<file path="src/rtl/shared_adder_arbiter_pkg.sv">
// shared_adder_arbiter_pkg
//   Shared definitions for the shared-adder arbiter: FSM state encoding and
//   the requester-ID width derivation used by the top, the arbiter and the
//   bus interface.
package shared_adder_arbiter_pkg;

    typedef enum logic [1:0] {
        IDLE = 2'b00,
        CALC = 2'b01,
        RESP = 2'b10
    } state_t;

    // ID width: at least one bit even when there is a single requester.
    function automatic int idw_of(input int nreq);
        return (nreq > 1) ? $clog2(nreq) : 1;
    endfunction

endpackage

</file>
<file path="src/rtl/shared_adder_arbiter_if.sv">
// shared_adder_arbiter_if
//   Request/response bundle between the requesting datapath units (master)
//   and the shared adder arbiter (slave).
//   req_valid/req_a/req_b : per-requester request, requester i at [i*N +: N]
//   req_ready             : one-hot accept from the arbiter
//   rsp_valid/rsp_ready   : response handshake
//   rsp_sum/rsp_cout/rsp_id : result and the index of the requester served
//   busy                  : arbiter is computing or holding a response
interface shared_adder_arbiter_if
    import shared_adder_arbiter_pkg::*;
#(
    parameter int N    = 32,
    parameter int NREQ = 4,
    parameter int IDW  = idw_of(NREQ)
) ();

    logic [NREQ-1:0]   req_valid;
    logic [NREQ*N-1:0] req_a;
    logic [NREQ*N-1:0] req_b;
    logic [NREQ-1:0]   req_ready;
    logic              rsp_valid;
    logic              rsp_ready;
    logic [N-1:0]      rsp_sum;
    logic              rsp_cout;
    logic [IDW-1:0]    rsp_id;
    logic              busy;

    modport master (
        output req_valid, req_a, req_b, rsp_ready,
        input  req_ready, rsp_valid, rsp_sum, rsp_cout, rsp_id, busy
    );

    modport slave (
        input  req_valid, req_a, req_b, rsp_ready,
        output req_ready, rsp_valid, rsp_sum, rsp_cout, rsp_id, busy
    );

endinterface

</file>
<file path="src/rtl/rcag.sv">
// rcag
//   N-bit ripple-carry adder, no carry-in.
//   a, b : operands
//   sum  : low N bits of a + b
//   cout : carry out of bit N-1
module rcag #(
    parameter int N = 32
) (
    input  logic [N-1:0] a,
    input  logic [N-1:0] b,
    output logic [N-1:0] sum,
    output logic         cout
);

    logic carry;

    // Carry is walked bit by bit so the chain stays a true ripple structure.
    always_comb begin
        carry = 1'b0;
        sum   = '0;
        for (int i = 0; i < N; i++) begin
            sum[i] = a[i] ^ b[i] ^ carry;
            carry  = (a[i] & b[i]) | (carry & (a[i] ^ b[i]));
        end
        cout = carry;
    end

endmodule

</file>
<file path="src/rtl/shared_adder_arbiter_rr_arbiter.sv">
// shared_adder_arbiter_rr_arbiter
//   Combinational round-robin arbiter.
//   req       : request vector
//   ptr       : highest-priority index for this round
//   en        : when low, no grant is issued
//   grant     : one-hot grant
//   grant_idx : encoded index of the granted requester
//   grant_any : a grant was issued
module shared_adder_arbiter_rr_arbiter #(
    parameter int NREQ = 4,
    parameter int IDW  = 2
) (
    input  logic [NREQ-1:0] req,
    input  logic [IDW-1:0]  ptr,
    input  logic            en,
    output logic [NREQ-1:0] grant,
    output logic [IDW-1:0]  grant_idx,
    output logic            grant_any
);

    int idx;

    // Scan ptr, ptr+1, ... modulo NREQ; the first valid requester wins.
    always_comb begin
        grant     = '0;
        grant_idx = '0;
        grant_any = 1'b0;
        idx       = 0;
        for (int k = 0; k < NREQ; k++) begin
            idx = int'(ptr) + k;
            if (idx >= NREQ) idx = idx - NREQ;
            if (en && !grant_any && req[idx]) begin
                grant_any  = 1'b1;
                grant[idx] = 1'b1;
                grant_idx  = IDW'(idx);
            end
        end
    end

endmodule

</file>
<file path="src/rtl/shared_adder_arbiter.sv">
// shared_adder_arbiter
//   Shares one ripple-carry adder among NREQ requesters. A round-robin grant
//   latches one requester's operands, the adder is given SETTLE cycles to
//   propagate, and the result is returned over a valid/ready response.
//   clk   : rising-edge clock
//   rst_n : asynchronous active-low reset
//   bus   : request/response bundle (slave side)
module shared_adder_arbiter
    import shared_adder_arbiter_pkg::*;
#(
    parameter int N      = 32,
    parameter int NREQ   = 4,
    parameter int SETTLE = 2
) (
    input  logic                   clk,
    input  logic                   rst_n,
    shared_adder_arbiter_if.slave  bus
);

    localparam int IDW = idw_of(NREQ);
    localparam int CW  = (SETTLE > 1) ? $clog2(SETTLE) : 1;

    state_t         state;
    logic [IDW-1:0] ptr;
    logic [IDW-1:0] op_id;
    logic [CW-1:0]  cnt;
    logic [N-1:0]   op_a;
    logic [N-1:0]   op_b;

    logic           rsp_valid;
    logic [N-1:0]   rsp_sum;
    logic           rsp_cout;
    logic [IDW-1:0] rsp_id;
    logic           busy;

    logic [NREQ-1:0] grant;
    logic [IDW-1:0]  grant_idx;
    logic            grant_any;
    logic            arb_en;
    logic [N-1:0]    add_sum;
    logic            add_cout;

    function automatic logic [IDW-1:0] ptr_after(input logic [IDW-1:0] id);
        if (int'(id) >= NREQ - 1) return '0;
        return id + IDW'(1);
    endfunction

    // Grants only in IDLE; gating with rst_n keeps req_ready low during reset
    // even though state already reads IDLE.
    assign arb_en = (state == IDLE) && rst_n;

    shared_adder_arbiter_rr_arbiter #(
        .NREQ (NREQ),
        .IDW  (IDW)
    ) u_arb (
        .req       (bus.req_valid),
        .ptr       (ptr),
        .en        (arb_en),
        .grant     (grant),
        .grant_idx (grant_idx),
        .grant_any (grant_any)
    );

    // The adder only ever sees the latched operands, so its inputs are frozen
    // for the whole settle window (multicycle path op_* -> rsp_*).
    rcag #(
        .N (N)
    ) u_add (
        .a    (op_a),
        .b    (op_b),
        .sum  (add_sum),
        .cout (add_cout)
    );

    // Operand capture: data only, no reset needed.
    always_ff @(posedge clk) begin
        if (arb_en && grant_any) begin
            op_a <= bus.req_a[int'(grant_idx)*N +: N];
            op_b <= bus.req_b[int'(grant_idx)*N +: N];
        end
    end

    always_ff @(posedge clk or negedge rst_n) begin
        if (!rst_n) begin
            state     <= IDLE;
            ptr       <= '0;
            op_id     <= '0;
            cnt       <= '0;
            rsp_valid <= 1'b0;
            rsp_sum   <= '0;
            rsp_cout  <= 1'b0;
            rsp_id    <= '0;
            busy      <= 1'b0;
        end else begin
            case (state)
                IDLE: begin
                    if (grant_any) begin
                        op_id <= grant_idx;
                        cnt   <= CW'(SETTLE - 1);
                        busy  <= 1'b1;
                        state <= CALC;
                    end
                end
                CALC: begin
                    if (cnt == '0) begin
                        rsp_sum   <= add_sum;
                        rsp_cout  <= add_cout;
                        rsp_id    <= op_id;
                        rsp_valid <= 1'b1;
                        state     <= RESP;
                    end else begin
                        cnt <= cnt - CW'(1);
                    end
                end
                RESP: begin
                    if (bus.rsp_ready) begin
                        rsp_valid <= 1'b0;
                        ptr       <= ptr_after(op_id);
                        busy      <= 1'b0;
                        state     <= IDLE;
                    end
                end
                default: begin
                    rsp_valid <= 1'b0;
                    busy      <= 1'b0;
                    state     <= IDLE;
                end
            endcase
        end
    end

    assign bus.req_ready = grant;
    assign bus.rsp_valid = rsp_valid;
    assign bus.rsp_sum   = rsp_sum;
    assign bus.rsp_cout  = rsp_cout;
    assign bus.rsp_id    = rsp_id;
    assign bus.busy      = busy;

endmodule

</file>
<file path="src/flat_wrapper.sv">
// flat-port wrapper written by rule: the top's interface ports become plain ports
module shared_adder_arbiter_flat import shared_adder_arbiter_pkg::*;
#(
    parameter int N      = 32,
    parameter int NREQ   = 4,
    parameter int SETTLE = 2
)
  (clk, rst_n, bus_req_valid, bus_req_a, bus_req_b, bus_rsp_ready, bus_req_ready, bus_rsp_valid, bus_rsp_sum, bus_rsp_cout, bus_rsp_id, bus_busy);
  shared_adder_arbiter_if #(.N(N), .NREQ(NREQ), .IDW((idw_of(NREQ)))) bus_i ();
  input  logic clk;
  input  logic rst_n;
  input wire logic [$bits(bus_i.req_valid)-1:0] bus_req_valid;
  input wire logic [$bits(bus_i.req_a)-1:0] bus_req_a;
  input wire logic [$bits(bus_i.req_b)-1:0] bus_req_b;
  input wire logic [$bits(bus_i.rsp_ready)-1:0] bus_rsp_ready;
  output wire logic [$bits(bus_i.req_ready)-1:0] bus_req_ready;
  output wire logic [$bits(bus_i.rsp_valid)-1:0] bus_rsp_valid;
  output wire logic [$bits(bus_i.rsp_sum)-1:0] bus_rsp_sum;
  output wire logic [$bits(bus_i.rsp_cout)-1:0] bus_rsp_cout;
  output wire logic [$bits(bus_i.rsp_id)-1:0] bus_rsp_id;
  output wire logic [$bits(bus_i.busy)-1:0] bus_busy;
  assign bus_i.req_valid = bus_req_valid;
  assign bus_i.req_a = bus_req_a;
  assign bus_i.req_b = bus_req_b;
  assign bus_i.rsp_ready = bus_rsp_ready;
  assign bus_req_ready = bus_i.req_ready;
  assign bus_rsp_valid = bus_i.rsp_valid;
  assign bus_rsp_sum = bus_i.rsp_sum;
  assign bus_rsp_cout = bus_i.rsp_cout;
  assign bus_rsp_id = bus_i.rsp_id;
  assign bus_busy = bus_i.busy;
  shared_adder_arbiter #(.N(N), .NREQ(NREQ), .SETTLE(SETTLE)) u_core (.clk(clk), .rst_n(rst_n), .bus(bus_i));
endmodule
</file>
<file path="config.mk">
export PLATFORM = sky130hd
export DESIGN_NAME = shared_adder_arbiter_flat
export DESIGN_NICKNAME = d
export VERILOG_FILES = /design/src/rtl/shared_adder_arbiter_pkg.sv /design/src/rtl/shared_adder_arbiter_if.sv /design/src/rtl/rcag.sv /design/src/rtl/shared_adder_arbiter_rr_arbiter.sv /design/src/rtl/shared_adder_arbiter.sv /design/src/flat_wrapper.sv
export SDC_FILE = /design/constraint.sdc
export NUM_CORES = 1
export LEC_CHECK = 0
export ABC_AREA = 0
export BUFFER_PORTS_ARGS = -buffer_cell sky130_fd_sc_hd__buf_4
export CELL_PAD_IN_SITES_DETAIL_PLACEMENT = 0
export CELL_PAD_IN_SITES_GLOBAL_PLACEMENT = 1
export CORE_ASPECT_RATIO = 1.4
export CORE_MARGIN = 4
export CORE_UTILIZATION = 25
export DETAILED_ROUTE_END_ITERATION = 16
export PLACE_DENSITY = 0.62
export SETUP_SLACK_MARGIN = 0.5
export SYNTH_ARGS = -nofsm -noshare
export SYNTH_HDL_FRONTEND = slang
export SYNTH_SLANG_ARGS = --single-unit
</file>
<file path="constraint.sdc">
create_clock -name clk -period 15.05 [get_ports clk]
set_input_delay 2.2575 -clock clk [delete_from_list [all_inputs] [get_ports clk]]
set_output_delay 2.2575 -clock clk [all_outputs]
set_load 0.05 [all_outputs]
</file>
==> results of run 1 <==
logic make-up after synthesis:
group           after synthesis  share of synthesized area, %
simple gates                305                          19.4
compound gates              163                          17.8
flops                       108                          43.9
buf+inv                      69                          4.81
fa+ha+maj                    41                          10.8
mux                          20                          3.30
worst max-delay path: cells and delay by family (launching register included):
family                     cells  cell delay (ns)
AOI/OAI and AO/OA              1             0.16
adders and majority gates     32            12.20
buffers and inverters          3             0.23
DFF                            1             0.37
metal layers:
layer  GRT usage [%]  vias to the layer above  wire (um)
met5               0                        -         14
met4            3.80                        2        260
met3            2.97                       14       1130
met2            29.2                      155      13500
met1            19.6                     2943      10100
li1                -                     3044          -
cell type report:
| type | instances | area (um^2) |
|---|---|---|
| diodes | 2 | 5.00 |
| repair buffers | 308 | 2310 |
| well taps | 365 | 457 |
| clock inverters | 5 | 40.0 |
| flip-flops and latches | 108 | 3020 |
| inverters | 11 | 42.5 |
| fillers | 2857 | 17300 |
| multi-input cells | 529 | 3580 |
| clock buffers | 11 | 264 |
path summary, 6_finish.rpt:
kind | start | end
setup / recovery | u_core.op_b[0]$_DFFE_PP_ | u_core.bus.rsp_sum[31]$_DFFE_PN0P_
hold / removal | u_core.bus.rsp_sum[2]$_DFFE_PN0P_ | u_core.bus.rsp_sum[2]$_DFFE_PN0P_
setup reg to reg | u_core.op_b[0]$_DFFE_PP_ | u_core.bus.rsp_sum[31]$_DFFE_PN0P_
hold reg to reg | u_core.bus.rsp_sum[2]$_DFFE_PN0P_ | u_core.bus.rsp_sum[2]$_DFFE_PN0P_
max in group asynchronous | rst_n | u_core.bus.rsp_sum[4]$_DFFE_PN0P_
min in group asynchronous | rst_n | u_core.bus.rsp_sum[18]$_DFFE_PN0P_
registers in the layout (all words and copies together) (netlist names):
name and count:
u_core.bus.rsp_sum 32, u_core.bus.busy 1, u_core.bus.rsp_id 2, u_core.op_a 32, u_core.op_b 32, u_core.op_id 2
u_core.cnt 1, u_core.state 2, u_core.ptr 2, u_core.bus.rsp_valid 1, u_core.bus.rsp_cout 1
cells in the final DEF (no fill, tap or decap), types with 5 or more instances in the layout:
cell / count
a21oi_1: 72
nand2_1: 176
inv_1: 10
buf_4: 308
ha_1: 10
o21ai_0: 14
mux2i_1: 16
nor2_1: 5
nor3_1: 103
dfrtp_1: 44
a211oi_1: 12
edfxtp_1: 64
a211oi_2: 40
fa_1: 31
clkbuf_16: 10
a22oi_1: 13
power by group through the flow:
stage / Combinational (mW) / Clock [mW] / Sequential, mW
finish: 1.22 / 0.244 / 0.595
global route: 1.35 / 0.262 / 0.616
CTS: 1.25 / 0.252 / 0.599
detailed placement: 1.25 / 0 / 0.604
global placement: 1.25 / 0 / 0.600
floorplan: 0.721 / 0 / 0.735
==> summary.md, run 1 <==
| Metric | Value |
|---|---|
| Status | finished clean |
| Clock tree sinks | 108 |
| Core Region | 0.0270 mm^2 |
| Hold WC Path Type | register to register |
| Syn Inst Count | 706 |
| DRT antenna net count | 0 |
| Layout cell share with drive strength beyond 1 | 38.9% |
| Clock transition at path regs | 0.08 ns |
| Die area | 0.0303 mm^2 |
| Synth Flop Type | edfxtp_1 |
| Largest net degree at the start of global routing | 71 |
| DR iter-0 viols | 343 |
| Net Switching | 1.01 mW |
| Post-synth EDFFs | 64 |
| Distinct cells, synth | 43 |
| Initial Utilization | 25.5% |
| Critical path data arrival time | 13.30 ns |
| Fmax | 76.6 MHz |
| Die H | 204 um |
| Worst vdd ir | 90.2 uV |
| Vias in the first global route | 6355 |
| Net Sw Frac | 49.1% |
| Total track usage | 16.1% |
| Fin Setup TNS | 0 ns |
| Comb power frac | 59.2% |
| Cts hold-fix bufs | 0 |
| Finished layout cell area | 0.00972 mm^2 |
| Power Density | 211 mW/mm^2 |
| Layout area overhead | 41.0% |
| Post-placement cell count | 1321 |
| Setup Buffers After CTS | 0 |
| Final GP Congestion | 0.775 |
| Synthesized cell area | 0.00689 mm^2 |
| FF+latch count, synth | 108 |
| Part of the power in the clock network | 11.9% |
| CTS resizes | 0 |
| Clock Tree Buf Depth | 2 |
| CTS tree | done |
| CP startpoint kind | register |
| Post-synth top cells | nand2_1 (177), nor3_1 (103), a21oi_1 (72), edfxtp_1 (64), dfrtp_1 (44) |
| Std cell rows | 71 |
| Setup WS post-layout | 2.00 ns |
| Hold slack | 0.477 ns |
| Initial antenna violation count | 3 |
| Die X | 148 um |
| Syn nets | 1010 |
| Post-route non-filler standard cell count | 1339 |
| Period minus WS final | 13.05 ns |
| Insertion delay to the later sink of the worst-skew pair | 0.36 ns |
| Via density | 4.60 |
| Hpwl dp | 19000 um |
| Final Skew | 0.0149 ns |
| Pre-CTS worst setup slack | 1.94 ns |
| Pint | 1.05 mW |
| CTS buffer count | 9 |
| FF-to-FF path depth | 36 |
| Final setup violation count | 0 |
| Relative slew slack | 22.3% |
| Most frequent cell after synthesis | nand2_1 |
| Grt ovf | 0 |
| Final Cycle Share | 86.7% |
| Crit path max-delay cell type | fa_1 |
| RSZ-0062 raised after global routing | no |
| Post-synth top area share | 27.9% |
| Total number of vias | 6158 |
| CTS Root Cell | clkbuf_16 |
| Power consumption | 2.06 mW |
| CP most frequent cell | fa_1 |
| Worst slew pin tran | 1.16 ns |
| Synth warn | 0 |
| H-tree levels | 3 |
| Global-route wire length before repair | 37400 um |
| Largest fanout on the critical path | 1 |
| WHS Path Cells | 2 |
| Final WL | 25100 um |
| Number of max-cap violations | 0 |
| Leakage | 4.43 nW |
| Boundary Pins | 304 |
| Placed cell areas | 0.00941 mm^2 |
| PortBufs | 303 |
| Largest stage delay, worst path | 0.44 ns |
| Final Hold Fails | 0 |
| Sequential fraction of the synthesis area | 43.9% |
| Layout Utilization | 36.0% |
| Drt drc | 0 |
| Fraction of registers with async set/reset | 40.7% |
| Synth area leader | edfxtp_1 |
| Register share of total power | 28.9% |
| Crit. End Element | register |
| Slew Viols, Final | 0 |
| R2r setup slk | 2.00 ns |
| Top cells by area, synth | edfxtp_1 (28%), dfrtp_1 (16%), nand2_1 (9.6%), fa_1 (9.0%), nor3_1 (7.5%) |
| Syn avg cell area | 9.76 um^2 |
| Drt pass-1 iters | 4 |
| Nets | 1271 |
| Crit Path Category | register to register |
| CP required | 15.31 ns |
| Mean routed wirelength per cell | 18.7 um |
Power figures use the tool's default switching activity.
==> run 2: changes to the inputs <==
==> constraint.sdc (replaced) <==
create_clock -name clk -period 16.43 [get_ports clk]
set_input_delay 2.4645 -clock clk [delete_from_list [all_inputs] [get_ports clk]]
set_output_delay 2.4645 -clock clk [all_outputs]
set_load 0.05 [all_outputs]
==> run 2 against run 1 <==
Compared with the run above: register-to-register slack better by 1.3 ns; utilization about the same; routed wire length grew 0.27%; sequential power fell by 8.9%; critical path depth unchanged; clock-buffer cell count decreased by 1.
==> summary.md, run 2 (synthesis gave the netlist of run 1 again) <==
| Metric | Value |
|---|---|
| Status | finished clean |
| Cts hold-fix bufs | 0 |
| Initial Utilization | 25.5% |
| Crit. End Element | register |
| Die H | 204 um |
| Initial antenna violation count | 1 |
| Antenna Cells | 0 |
| Fmax | 76.4 MHz |
| Fin Setup TNS | 0 ns |
| Crit Path Category | register to register |
| Leakage | 4.43 nW |
| Die X | 148 um |
| Largest fanout on the critical path | 1 |
| Global-route wire length before repair | 37400 um |
| Setup WS post-layout | 3.34 ns |
| Total track usage | 16.1% |
| Total number of vias | 6202 |
| Critical path data arrival time | 13.34 ns |
| Crit path max-delay cell type | fa_1 |
| Insertion delay to the later sink of the worst-skew pair | 0.35 ns |
| Placed cell areas | 0.00942 mm^2 |
| Finished layout cell area | 0.00971 mm^2 |
| Drt drc | 0 |
| Hpwl dp | 19100 um |
| CP startpoint kind | register |
| Largest stage delay, worst path | 0.42 ns |
| Number of max-cap violations | 0 |
| RR Startpoint | u_core.op_b[0]$_DFFE_PP_ |
| Largest regs | u_core.bus.rsp_sum (32), u_core.op_a (32), u_core.op_b (32) |
| Clock transition at path regs | 0.07 ns |
| CTS resizes | 0 |
| Largest net degree at the start of global routing | 74 |
| CP most frequent cell | fa_1 |
| Grt ovf | 0 |
| Worst vdd ir | 119 uV |
| Clock Tree Buf Depth | 2 |
| CTS Root Cell | clkbuf_16 |
| Std cell rows | 71 |
| Boundary Pins | 304 |
| Seq. cell area | 0.00302 mm^2 |
| RSZ-0062 raised after global routing | no |
| Via density | 4.64 |
| Power Density | 193 mW/mm^2 |
| Nets | 1272 |
| HP Start | u_core.bus.rsp_sum[8]$_DFFE_PN0P_ |
| Period minus WS final | 13.09 ns |
| CTS tree | done |
| Power consumption | 1.88 mW |
| Final Cycle Share | 79.7% |
| Setup Buffers After CTS | 0 |
| Relative slew slack | 37.8% |
| DR iter-0 viols | 335 |
| Core Region | 0.0270 mm^2 |
| Slew Viols, Final | 0 |
| Multi-input logic area | 0.00358 mm^2 |
| Final setup violation count | 0 |
| Clock tree sinks | 108 |
| Layout cell share with drive strength beyond 1 | 39.0% |
| Drt pass-1 iters | 5 |
| CP required | 16.68 ns |
| Final Skew | 0.0144 ns |
| Pre-CTS worst setup slack | 3.28 ns |
| Layout area overhead | 40.9% |
| Most common cell after layout, fill and taps aside | buf_4 |
| PortBufs | 303 |
| Final WL | 25200 um |
| Final GP Congestion | 0.779 |
| Final Hold Fails | 0 |
| Vias in the first global route | 6345 |
| Worst slew pin tran | 0.933 ns |
| Mean routed wirelength per cell | 18.8 um |
| H-tree levels | 3 |
| Fillers | 2854 |
| Critical path launch point | u_core.op_b[0]$_DFFE_PP_ |
| Most frequent cells in the layout | buf_4 (309), nand2_1 (176), nor3_1 (103) |
| CTS buffer count | 9 |
| Hold WC Path Type | register to register |
| DRT antenna net count | 0 |
| Die area | 0.0303 mm^2 |
## run 2: cell count changes in the layout (fill, tap and decap cells not counted), sizes merged
| cell | previous run | this run |
|---|---|---|
| clkinv | 3 | 4 |
| diode | 2 | 0 |
| buf | 308 | 309 |
| clkbuf | 11 | 10 |
## run 2: path summary, 6_finish.rpt
kind / to / slack [ns] / depth (start not counted)
max in group asynchronous: u_core.bus.rsp_sum[27]$_DFFE_PN0P_ / 13.85 / 1
hold reg to reg: u_core.bus.rsp_sum[8]$_DFFE_PN0P_ / 0.48 / 2
hold / removal: u_core.bus.rsp_sum[8]$_DFFE_PN0P_ / 0.48 / 2
setup / recovery: u_core.bus.rsp_sum[31]$_DFFE_PN0P_ / 3.34 / 36
min in group asynchronous: u_core.bus.rsp_sum[17]$_DFFE_PN0P_ / 2.13 / 1
setup reg to reg: u_core.bus.rsp_sum[31]$_DFFE_PN0P_ / 3.34 / 36
## run 2: power breakdown
group | internal, mW | switching (mW)
clock network | 0.113 | 0.104
registers | 0.462 | 0.0795
logic | 0.378 | 0.739
## run 2: area by class of cell
class	count	share of cell area (%)
Timing Repair Buffer	309	23.9
Clock inverter	6	0.438
Tap cell	365	4.70
Multi-Input combinational cell	529	36.8
Sequential cell	108	31.1
Clock buffer	10	2.58
Inverter	11	0.438
## run 2: routing by layer
metal	part of all wire (%)	routed length (um)	vias up	track usage (%)
li1	-	-	3048	-
met3	4.1	1040	25	2.46
met2	54	13500	180	29.2
met5	0.079	20	-	0
met1	41	10200	2947	19.8
met4	1.3	328	2	4.13
## run 2: critical path: cells and delay by family (launching register included)
family,cells,cell delay (ns)
flops,1,0.38
compound gates,1,0.15
fa+ha+maj,32,12.23
buf+inv,3,0.22
## run 2: per-stage QoR
step / instances / utilization (%) / hold WS, ns
CTS: 1338 / 36.0 / 0.482
finish: 1338 / 36.0 / 0.476
floorplan: 706 / - / 0.466
global route: 1338 / 36.0 / 0.491
detailed placement: 1322 / 34.9 / 0.465
global placement: 1322 / 34.9 / 0.460
